**config.mk**
```make
export PLATFORM = sky130hd
export DESIGN_NAME = fifo_wr_sched
export DESIGN_NICKNAME = d
export VERILOG_FILES = /design/src/rtl/fifo_wr_sched.sv
export SDC_FILE = /design/constraint.sdc
export NUM_CORES = 1
export LEC_CHECK = 0
export CAP_MARGIN = 10
export CORE_MARGIN = 3
export CORE_UTILIZATION = 43
export CTS_CLUSTER_DIAMETER = 200
export DETAILED_ROUTE_END_ITERATION = 8
export GPL_TIMING_DRIVEN = 0
export PLACE_DENSITY = 0.7
export SYNTH_ARGS = -nofsm -noshare
export SYNTH_HDL_FRONTEND = slang
export SYNTH_SLANG_ARGS = --single-unit
```
**constraint.sdc**
```tcl
create_clock -name clk -period 2.25 [get_ports clk]
set_clock_uncertainty 0.2 [all_clocks]
set_input_delay 0.5625 -clock clk [delete_from_list [all_inputs] [get_ports clk]]
set_output_delay 0.5625 -clock clk [all_outputs]
set_load 0.03 [all_outputs]
```
**src/rtl/fifo_wr_sched.sv**
```systemverilog
// Round-robin 4-channel sample packer: four 16-bit lanes per 64-bit FIFO word, flushable.
// Latency: word completing in cycle N is written in N+1; fifo_full stalls in WRITE with no grants.
module fifo_wr_sched #(
  parameter logic [15:0] PAD = 16'hFFFF
) (
  input  logic        clk,
  input  logic        rst,
  input  logic        en,
  input  logic        flush,
  input  logic [3:0]  req_valid,
  input  logic [47:0] req_data,
  output logic [3:0]  req_ready,
  output logic [63:0] fifo_din,
  output logic        fifo_wr_en,
  input  logic        fifo_full,
  output logic [15:0] word_cnt
);

  typedef enum logic {
    FILL  = 1'b0,
    WRITE = 1'b1
  } state_t;

  state_t            state, state_nxt;
  logic [1:0]        lane_idx;
  logic [1:0]        rr_last;
  logic [2:0][15:0]  lane_buf;
  logic [3:0][11:0]  req_samp;
  logic [1:0]        gnt_ch;
  logic [1:0]        cand;
  logic              gnt_any;
  logic              xfer;
  logic              flush_act;
  logic              word_done;
  logic [15:0]       lane_new;
  logic [3:0][15:0]  din_nxt;

  assign req_samp = req_data;

  // Round-robin search starts one past the last granted channel; flush beats arbitration.
  always_comb begin
    gnt_any   = 1'b0;
    gnt_ch    = 2'd0;
    cand      = 2'd0;
    req_ready = 4'b0000;
    if (rst && state == FILL && en && !flush) begin
      for (int i = 1; i <= 4; i++) begin
        cand = rr_last + i[1:0];
        if (!gnt_any && req_valid[cand]) begin
          gnt_any = 1'b1;
          gnt_ch  = cand;
        end
      end
      if (gnt_any) begin
        req_ready = 4'b0001 << gnt_ch;
      end
    end
  end

  assign xfer       = |(req_valid & req_ready);
  assign flush_act  = (state == FILL) && flush && (lane_idx != 2'd0);
  assign word_done  = xfer && (lane_idx == 2'd3);
  assign lane_new   = {2'b00, gnt_ch, req_samp[gnt_ch]};
  assign fifo_wr_en = (state == WRITE) && !fifo_full;

  always_comb begin
    din_nxt = fifo_din;
    if (flush_act) begin
      for (int k = 0; k < 3; k++) begin
        din_nxt[k] = (lane_idx > k[1:0]) ? lane_buf[k] : PAD;
      end
      din_nxt[3] = PAD;
    end else if (word_done) begin
      din_nxt = {lane_new, lane_buf[2], lane_buf[1], lane_buf[0]};
    end
  end

  always_comb begin
    state_nxt = state;
    case (state)
      FILL:    if (flush_act || word_done) state_nxt = WRITE;
      WRITE:   if (!fifo_full) state_nxt = FILL;
      default: state_nxt = FILL;
    endcase
  end

  always_ff @(posedge clk or negedge rst) begin
    if (!rst) begin
      state <= FILL;
    end else begin
      state <= state_nxt;
    end
  end

  // rr_last resets to 3 so channel 0 is searched first.
  always_ff @(posedge clk or negedge rst) begin
    if (!rst) begin
      lane_idx <= 2'd0;
      rr_last  <= 2'd3;
      lane_buf <= '0;
      fifo_din <= '0;
      word_cnt <= 16'd0;
    end else begin
      if (flush_act) begin
        lane_idx <= 2'd0;
      end else if (xfer) begin
        case (lane_idx)
          2'd0:    lane_buf[0] <= lane_new;
          2'd1:    lane_buf[1] <= lane_new;
          2'd2:    lane_buf[2] <= lane_new;
          default: ;
        endcase
        lane_idx <= lane_idx + 2'd1;
        rr_last  <= gnt_ch;
      end
      if (flush_act || word_done) begin
        fifo_din <= din_nxt;
      end
      if (fifo_wr_en) begin
        word_cnt <= word_cnt + 16'd1;
      end
    end
  end

endmodule

```
==> reports/results.tsv, run 1 <==
stage	metric	value	unit
timing	Final Setup Violations	42	
floorplan	die area	15200	um2
cells_and_area	NumNets Final	847	
global_route	GRT overflow	0	
cells_and_area	most frequent cells in the layout	nand2_1 (150), dfrtp_1 (120), clkdlybuf4s50_1 (77), buf_4 (36), o21ai_0 (32)	
timing	Worst Hold Slack	3.69	ps
setup_path	critical path arrival	2120	ps
clock_tree	CTS Root Cell	clkbuf_16	
cells_and_area	Storage cell area	3080	um2
timing	Worst Slack Setup Final	-628	ps
drt	First-pass DRT Iterations	5	
logic_synthesis	complex-gate fraction of the synthesized area	0.216	
drt	Routed Antenna Nets	0	
clock_tree	CTS sink count	123	
logic_synthesis	post-synthesis simple-gate area fraction	0.178	
timing	RSZ-0062 raised after global routing	true	
min_path	hold crit path type	in2async	
place	placed cell count	891	
floorplan	initial core utilization	0.442	
timing	final hold viol count	0	
logic_synthesis	Avg Cell Area, Syn	10.3	um2
timing	Final period util	1.28	
logic_synthesis	async set-reset flop share out of synthesis	1.00	
power_and_ir_drop	Peak VDD IR	0.000586	V
setup_path	CP most frequent cell	buf_4	
global_route	initial antenna violation count	0	
setup_path	Critical Path Fanout Max	4	
setup_path	critical path type	reg2out	
floorplan	core area	13300	um2
logic_synthesis	Post-synth EDFFs	0	
logic_synthesis	number of synthesized register bits	123	
global_route	pin count of the biggest net entering global routing	33	
clock_tree	TritonCTS Buffers	17	
drt	Routed WL per cell	21.1	um
floorplan	FP Rows	42	
cells_and_area	n_diodes	0	
timing	post-route minimum period	2880	ps
drt	DRC errors left	0	
place	Post-DP HPWL	12900	um
place	RePlAce Congestion	0.858	
logic_synthesis	synthesized instance count	574	
logic_synthesis	largest family of logic cells by synthesized area	compound AO/OA/AOI/OAI gates	
logic_synthesis	syn nets	637	
setup_path	CP max stage delay	580	ps
cells_and_area	area of the multi-input gates	3190	um2
logic_synthesis	Synth cell types	54	
clock_tree	clk buf depth	2	
timing	Fmax	348	MHz
clock_tree	Clock Latency Late Sink	430	ps
logic_synthesis	adder-cell share of the synthesized area	0.0127	
cells_and_area	area delta synth->final	63.5	%
cells_and_area	Layout fillers	905	
clock_tree	clock-pin slew on the worst setup and hold paths	60	ps
setup_path	Worst setup SP type	register	
run	max_cap viols	0	
setup_path	WP buf/inv	3	
logic_synthesis	Mapped Area	5900	um2
floorplan	IO Count	142	
drt	vias post-DR	5485	
setup_path	critical-path cell list	buf_4 > nand2b_1 > a21boi_2 > o21ai_2 > buf_6 > nand2_8 > nor4_4 > buf_4	
floorplan	Die Ht	123	um
logic_synthesis	Yosys top cell area share	0.514	
cells_and_area	layout cells sized above 1	0.289	
logic_synthesis	yosys warns	0	
logic_synthesis	Synth area leaders	dfrtp_1 (51%), nand2_1 (9.9%), a2111oi_4 (5.6%), o31ai_1 (2.8%), o21ai_0 (2.7%)	
setup_path	crit path capture type	primary output	
global_route	Tot GR Track Use	0.266	
floorplan	Die Wd	123	um
run_status	failing checks	negative setup slack	
setup_path	WP data required	1490	ps
cells_and_area	Final Non-Filler Cells	973	
timing	Rel. slew slack	0.383	
global_route	first-pass GRT wire length	30000	um
clock_tree	H-tree Lvls	4	
power_and_ir_drop	total power	0.0121	W
setup_path	Top delay family on crit path	flip-flops	
timing	Slew @ Worst Pin	923	ps
logic_synthesis	register area share after synthesis	0.522	
timing	Slew Viols, Final	0	
drt	Post-Route WL	20600	um
drt	initial DRC count	320	
drt	Vias/cell	5.64	
global_route	vias in the first global route	5416	
logic_synthesis	proportion of synthesized area in mux cells	0.00361	
setup_path	critical path depth in cells	8	
clock_tree	CTS tree	yes	
power_and_ir_drop	cell area power density	1250	nW/um2
cells_and_area	leading cell type in the layout, fill and taps excluded	nand2_1	
power_and_ir_drop	leakage power	4.51	nW
setup_path	R2R depth	9	
logic_synthesis	biggest area consumer among synthesized cells	dfrtp_1	
setup_path	slowest cell on the critical path	dfstp_2	
logic_synthesis	Post-synth top flop	dfrtp_1	
place	I/O Buffers	140	
run_status	status	complete, but fails checks	
logic_synthesis	post-synthesis xor/xnor area fraction	0.0223	
sequential cells by signal, summed over array words and instances (netlist names):
signal	count
lane_idx	2
lane_buf	42
fifo_din	60
rr_last	2
state	1
word_cnt	16
per-layer routing:
layer  track usage  part of all wire  wire length [um]
met1         0.349              0.40              8250
met2         0.442              0.50             10400
met3        0.0576             0.066              1350
met4        0.0837             0.028               577
met5             0                 0                 0
cell usage after synthesis (6+ instances only):
master and number:
a2111oi_4 12, a211oi_1 11, a21boi_1 8, a21oi_1 12, and3_1 11, buf_2 11, buf_4 8, buf_6 7
clkbuf_1 14, dfrtp_1 121, ha_1 6, nand2_1 155, nand3_1 6, nor2_1 25, nor3_1 6, o21ai_0 32
o21ai_1 11, o22ai_1 7, o31ai_1 22, o41ai_1 15, xnor2_1 10
where the power goes:
| part | leakage, nW | switching (W) | internal, W | total [W] |
|---|---|---|---|---|
| Clock | 0.330 | 0.00101 | 0.00213 | 0.00314 |
| Sequential | 1.55 | 0.000535 | 0.00299 | 0.00353 |
| Combinational | 2.63 | 0.00314 | 0.00227 | 0.00541 |
metrics by stage:
step	worst slack (ps)	TNS, ps	util	area [um2]
5_1_grt	-671	-7460	0.722	9640
3_3_place_gp	-5660	-1106820	0.569	7600
4_1_cts	-631	-5470	0.686	9150
2_1_floorplan	-177	-506	-	5980
3_5_place_dp	-1670	-121850	0.572	7630
6_report	-628	-5270	0.722	9640
cell type report:
type                    instances  area share
well taps                     176      0.0228
inverters                       5     0.00195
multi-input cells             406       0.331
clock buffers                  20      0.0474
plain buffers                  35      0.0343
clock inverters                12      0.0225
repair buffers                196       0.220
flip-flops and latches        123       0.320
worst register-to-register path, delay by kind of cell, from the launching register on:
kind,cells,cell delay [ps]
AOI/OAI and AO/OA,4,880
buffers and inverters,4,550
DFF,1,580
and+or+nand+nor,1,110
logic make-up after synthesis:
family / Yosys count
adder cells (fa/ha/maj): 6
AND/OR/NAND/NOR: 232
XOR/XNOR: 15
multiplexers: 2
AO/OA/AOI/OAI: 151
buffers and inverters: 45
flip-flops: 123
worst paths after layout:
check,start,to,slack (ps)
max,rr_last[1],req_ready[1],-630
min,rst,fifo_din[51],4
max reg2reg,rr_last[1],lane_buf[22],-200
min reg2reg,fifo_din[23],fifo_din[23],260
max in group asynchronous,rst,fifo_din[21],470
min in group clk,fifo_din[23],fifo_din[23],260
repair_timing:
item                       CTS  global route
gates cloned                 3             1
pin swaps                   18            34
setup buffers               31            16
hold endpoints to repair    73             0
resized for setup          157            99
setup endpoints to repair  134           123
hold buffers                 8             0
Note: power is estimated with default switching activity, not from simulation.
==> run 2: changes to the inputs <==
Settings changed: ABC_AREA set to 0, PLACE_DENSITY 0.7 to 0.67.
Clock period 2.25 ns to 3.5 ns, I/O delays scaled along.
==> run 2 against run 1 <==
  * The flow now finishes without violations
  * Die area unchanged
  * Largest cell class is now registers
  * First-iteration DRC count up 1.6%
  * Via count down 7.1%
  * Highest routed layer unchanged
  * Final cell count down 4.5%
==> reports/results.tsv, run 2 (same netlist as run 1, synthesis figures left out) <==
stage	metric	value	unit	change
run_status	status	completed		
timing	Slew Viols, Final	0		unchanged
power_and_ir_drop	Peak VDD IR	0.000401	V	-32%
cells_and_area	Final Cell Area	8280	um2	-14%
drt	initial DRC count	325		+1.6%
run	max_cap viols	0		unchanged
timing	Worst Hold Slack	111	ps	+108 ps
setup_path	Worst R2R Setup Slack	690	ps	+890 ps
global_route	pin count of the biggest net entering global routing	102		+210%
setup_path	R2R depth	7		-2
cells_and_area	Final Non-Filler Cells	929		-4.5%
place	Placed Area	7550	um2	-1.0%
cells_and_area	Layout fillers	1131		+25%
setup_path	Worst setup SP type	input pin		
global_route	Tot GR Track Use	0.238		-0.0280
drt	Routed Antenna Nets	0		unchanged
global_route	first-pass GRT wire length	27200	um	-9.5%
global_route	vias in the first global route	5130		-5.3%
setup_path	critical path type	in2out		
drt	First-pass DRT Iterations	5		unchanged
cells_and_area	leading cell type in the layout, fill and taps excluded	nand2_1		
setup_path	crit path capture type	primary output		
global_route	GRT overflow	0		unchanged
drt	DRC errors left	0		unchanged
drt	vias post-DR	5094		-7.1%
global_route	initial antenna violation count	0		unchanged
timing	Slew @ Worst Pin	997	ps	+73.8 ps
setup_path	reg2reg start	lane_idx[0]		
clock_tree	clock-pin slew on the worst setup and hold paths	50	ps	about the same
cells_and_area	layout cells sized above 1	0.138		-0.150
setup_path	Critical Path Fanout Max	4		unchanged
cells_and_area	most frequent cells in the layout	nand2_1 (154), clkdlybuf4s50_1 (131), dfrtp_1 (121), o21ai_0 (32), nor2_1 (25)		
timing	Final period util	0.976		
setup_path	WP data required	2420	ps	+930 ps
cells_and_area	NumNets Final	803		-5.2%
clock_tree	cts hold-fix bufs	0		-8
floorplan	core area	13300	um2	unchanged
cells_and_area	Top Registers	fifo_din: 60 flops, lane_buf: 42 flops, word_cnt: 16 flops		
cells_and_area	n_diodes	0		unchanged
clock_tree	CTS Root Cell	clkbuf_16		
timing	post-route minimum period	3420	ps	
floorplan	die area	15200	um2	unchanged
floorplan	IO Count	142		unchanged
min_path	hold crit path type	in2async		
power_and_ir_drop	cell area power density	833	nW/um2	-33%
timing	Final Setup Violations	0		-100%
clock_tree	clk buf depth	2		unchanged
timing	Fmax	293	MHz	
floorplan	Die Wd	123	um	unchanged
power_and_ir_drop	leakage power	3.60	nW	-20%
place	I/O Buffers	140		unchanged
setup_path	critical path arrival	2340	ps	+220 ps
drt	Post-Route WL	17600	um	-15%
place	placed cell count	891		unchanged
clock_tree	Clock Latency Late Sink	420	ps	about the same
place	RePlAce Congestion	0.936		+9.1%
cells_and_area	Largest Register	fifo_din		
clock_tree	CTS tree	yes		
floorplan	FP Rows	42		unchanged
clock_tree	CTS sink count	123		unchanged
setup_path	FF-to-FF End	fifo_din[23]		
drt	Vias/cell	5.48		-2.7%
clock_tree	TritonCTS Buffers	17		unchanged
cells_and_area	max FFs per register	60		unchanged
place	Post-DP HPWL	13000	um	about the same
timing	Rel. slew slack	0.331		-0.0512
cells_and_area	post-layout util	0.620		-0.102
floorplan	initial core utilization	0.442		unchanged
cells_and_area	area delta synth->final	40.4	%	
drt	Routed WL per cell	18.9	um	-10%
clock_tree	H-tree Lvls	4		unchanged
timing	final hold viol count	0		unchanged
floorplan	Die Ht	123	um	unchanged
==> run 2: power by group <==
part	switching, W	leakage (nW)	total [W]	internal [W]
Combinational	0.00172	1.75	0.00282	0.00111
Sequential	0.000345	1.55	0.00227	0.00192
Clock	0.000614	0.298	0.00181	0.00119
==> run 2: layout make-up <==
cell class / instances / area [um2] / area share
Buffer: 39 / 274 / 0.0331
Clock buffer: 26 / 499 / 0.0603
Clock inverter: 6 / 109 / 0.0131
Inverter: 5 / 18.8 / 0.00227
Multi-Input combinational cell: 406 / 2620 / 0.317
Sequential cell: 123 / 3080 / 0.372
Tap cell: 176 / 220 / 0.0266
Timing Repair Buffer: 148 / 1460 / 0.176
==> run 2: per-stage QoR <==
| stage | total power, W | TNS, ps | setup WS [ps] |
|---|---|---|---|
| 3_3_place_gp | 0.00494 | -870030 | -5180 |
| 2_1_floorplan | 0.00389 | 0 | 52.3 |
| 4_1_cts | 0.00691 | 0 | 0.924 |
| 6_report | 0.00690 | 0 | 82.6 |
| 3_5_place_dp | 0.00501 | -7020 | -1360 |
| 5_1_grt | 0.00725 | -8.21 | -8.21 |
==> run 2: worst max-delay path: stages <==
cell,delay [ps]
clkdlybuf4s50_1,450
nand4bb_1,230
buf_6,150
nor4_4,300
and2_1,180
buf_4,160
==> run 2: layer usage <==
| layer | track usage | routed length, um | up-vias | share of wire |
|---|---|---|---|---|
| met3 | 0.0444 | 1020 | 28 | 0.058 |
| met2 | 0.398 | 8800 | 178 | 0.50 |
| met1 | 0.314 | 7440 | 2508 | 0.42 |
| met4 | 0.0768 | 303 | 0 | 0.017 |
| met5 | 0 | 0 | - | 0 |
| li1 | - | - | 2380 | - |
==> run 2: repair_timing <==
action | CTS | global route
gates resized for setup | 48 | 10
pin swaps | 3 | 2
setup endpoints to repair | 5 | 4
buffers inserted | 6 | 1
==> run 2: worst max-delay path by stage <==
| stage | from | end | slack (ps) |
|---|---|---|---|
| after detailed placement | req_valid[3] | req_ready[1] | -1360 |
| after CTS | flush | req_ready[2] | 0.9 |
| after floorplan | req_valid[2] | req_ready[1] | 50 |
| after global placement | rst | req_ready[2] | -5180 |
| final | flush | req_ready[0] | 80 |
| after global routing | flush | req_ready[0] | -8 |
==> run 3: changes to the inputs <==
Settings changed: GPL_ROUTABILITY_DRIVEN set to 0.
==> run 3 against run 2 <==
  * Non-clock buffer count grew 1
  * Global-route usage grew 0.63 points
  * Combinational power about the same
  * Utilization up 0.21 points
  * Sequential cell count did not move
  * Hold slack got worse by 0.53 ps
  * Final cell count is 0.11% higher
  * Register-to-register slack gained 40 ps
  * Fmax down 0.26%
  * Wire length rose by 0.29%
  * Critical endpoint unchanged
  * Largest power group unchanged
==> reports/results.tsv, run 3 (same netlist as run 1, synthesis figures left out) <==
stage	metric	value	unit	change
drt	Routed Antenna Nets	0		unchanged
drt	vias post-DR	5097		+0.059%
cells_and_area	leading cell type in the layout, fill and taps excluded	nand2_1		
global_route	vias in the first global route	5184		+1.1%
timing	Slew @ Worst Pin	881	ps	-116 ps
cells_and_area	NumNets Final	804		+0.12%
timing	Fmax	292	MHz	-0.26%
global_route	Tot GR Track Use	0.244		+0.00628
clock_tree	cts hold-fix bufs	0		unchanged
cells_and_area	post-layout util	0.622		+0.00206
timing	Final Setup Violations	0		unchanged
clock_tree	CTS sink count	123		unchanged
power_and_ir_drop	cell area power density	826	nW/um2	-0.83%
cells_and_area	n_diodes	0		unchanged
run_status	status	completed		
drt	DRC errors left	0		unchanged
timing	Rel. slew slack	0.409		+0.0776
place	Post-DP HPWL	13000	um	+0.52%
global_route	pin count of the biggest net entering global routing	103		+0.98%
clock_tree	H-tree Lvls	4		unchanged
timing	Slew Viols, Final	0		unchanged
cells_and_area	max FFs per register	60		unchanged
cells_and_area	Top Registers	fifo_din: 60 flops, lane_buf: 42 flops, word_cnt: 16 flops		
run	max_cap viols	0		unchanged
timing	final hold viol count	0		unchanged
floorplan	die area	15200	um2	unchanged
cells_and_area	Largest Register	fifo_din		
place	placed cell count	891		unchanged
drt	Vias/cell	5.48		about the same
place	pre-CTS WS	-1380	ps	-18.9 ps
drt	Post-Route WL	17600	um	+0.29%
cells_and_area	layout cells sized above 1	0.139		+0.00114
floorplan	initial core utilization	0.442		unchanged
clock_tree	TritonCTS Buffers	17		unchanged
floorplan	FP Rows	42		unchanged
setup_path	critical path arrival	2350	ps	about the same
cells_and_area	Layout fillers	1114		-1.5%
setup_path	WP data required	2420	ps	about the same
timing	sum of negative setup slack	0	ps	unchanged
cells_and_area	area delta synth->final	40.9	%	
global_route	first-pass GRT wire length	27700	um	+2.1%
global_route	initial antenna violation count	0		unchanged
cells_and_area	Final Cell Area	8310	um2	+0.33%
setup_path	crit path capture type	primary output		
min_path	hold crit path type	in2async		
clock_tree	Clock Latency Late Sink	420	ps	about the same
clock_tree	CTS Root Cell	clkbuf_16		
floorplan	IO Count	142		unchanged
clock_tree	clock-pin slew on the worst setup and hold paths	50	ps	about the same
place	I/O Buffers	140		unchanged
floorplan	Die Wd	123	um	unchanged
drt	First-pass DRT Iterations	5		unchanged
drt	initial DRC count	339		+4.3%
setup_path	Critical Path Fanout Max	4		unchanged
cells_and_area	most frequent cells in the layout	nand2_1 (154), clkdlybuf4s50_1 (131), dfrtp_1 (121), o21ai_0 (32), nor2_1 (24)		
floorplan	core area	13300	um2	unchanged
drt	Routed WL per cell	18.9	um	+0.18%
floorplan	Die Ht	123	um	unchanged
timing	RSZ-0062 raised after global routing	false		
timing	Final period util	0.979		+0.00252
power_and_ir_drop	leakage power	3.59	nW	-0.22%
cells_and_area	Final Non-Filler Cells	930		+0.11%
setup_path	Worst setup SP type	input pin		
global_route	GRT overflow	0		unchanged
power_and_ir_drop	Peak VDD IR	0.000363	V	-9.4%
timing	Worst Slack Setup Final	73.8	ps	-8.82 ps
clock_tree	CTS tree	yes		
setup_path	critical path type	in2out		
place	Placed Area	7550	um2	unchanged
timing	post-route minimum period	3430	ps	+8.82 ps
clock_tree	clk buf depth	2		unchanged
## run 3: final timing paths
check,start,endpoint,slack [ps],cells past startpoint
max reg2reg,lane_idx[1],fifo_din[29],730,7
max in group asynchronous,rst,fifo_din[6],2230,2
min,rst,word_cnt[7],110,1
max,flush,req_ready[0],70,6
min reg2reg,fifo_din[26],fifo_din[26],260,2
min in group clk,fifo_din[26],fifo_din[26],260,2
## run 3: repair_timing
item / 4_1_cts / 5_1_grt
hold endpoints to repair: 0 / 0
setup endpoints to repair: 5 / 4
resized for setup: 50 / 8
pin swaps: 3 / 5
buffers inserted: 4 / 4
gates cloned: 0 / 0
## run 3: per-stage QoR
stage / total power, W / hold WS [ps]
after floorplan: 0.00389 / 238
after global placement: 0.00494 / 254
after detailed placement: 0.00501 / 255
after CTS: 0.00687 / 102
after global routing: 0.00724 / 114
final: 0.00686 / 111
## run 3: metal layers
layer  GRT usage  part of all wire  vias to the layer above
met2       0.401              0.49                      184
li1            -                 -                     2372
met3      0.0480             0.055                       36
met1       0.320              0.43                     2505
met4      0.0969             0.027                        0
met5           0                 0                        -
## run 3: where the power goes
part / internal [W] / switching (W) / leakage (nW)
Combinational: 0.00111 / 0.00172 / 1.75
Sequential: 0.00192 / 0.000343 / 1.55
Clock: 0.00116 / 0.000608 / 0.290
Total: 0.00419 / 0.00267 / 3.59
## run 3: final cells by class
type | count | area (um2) | area share
sequential | 123 | 3080 | 0.371
multi-input combinational | 406 | 2630 | 0.316
timing repair buffer | 149 | 1480 | 0.178
clock buffer | 27 | 523 | 0.0630
buffer | 39 | 274 | 0.0330
tap | 176 | 220 | 0.0265
clock inverter | 5 | 80.1 | 0.00964
inverter | 5 | 18.8 | 0.00226
## run 3: worst max-delay path: stages
cell             delay, ps
clkdlybuf4s50_1        450
nand4bb_1              230
buf_6                  150
nor4_4                 300
and2_1                 190
buf_4                  160
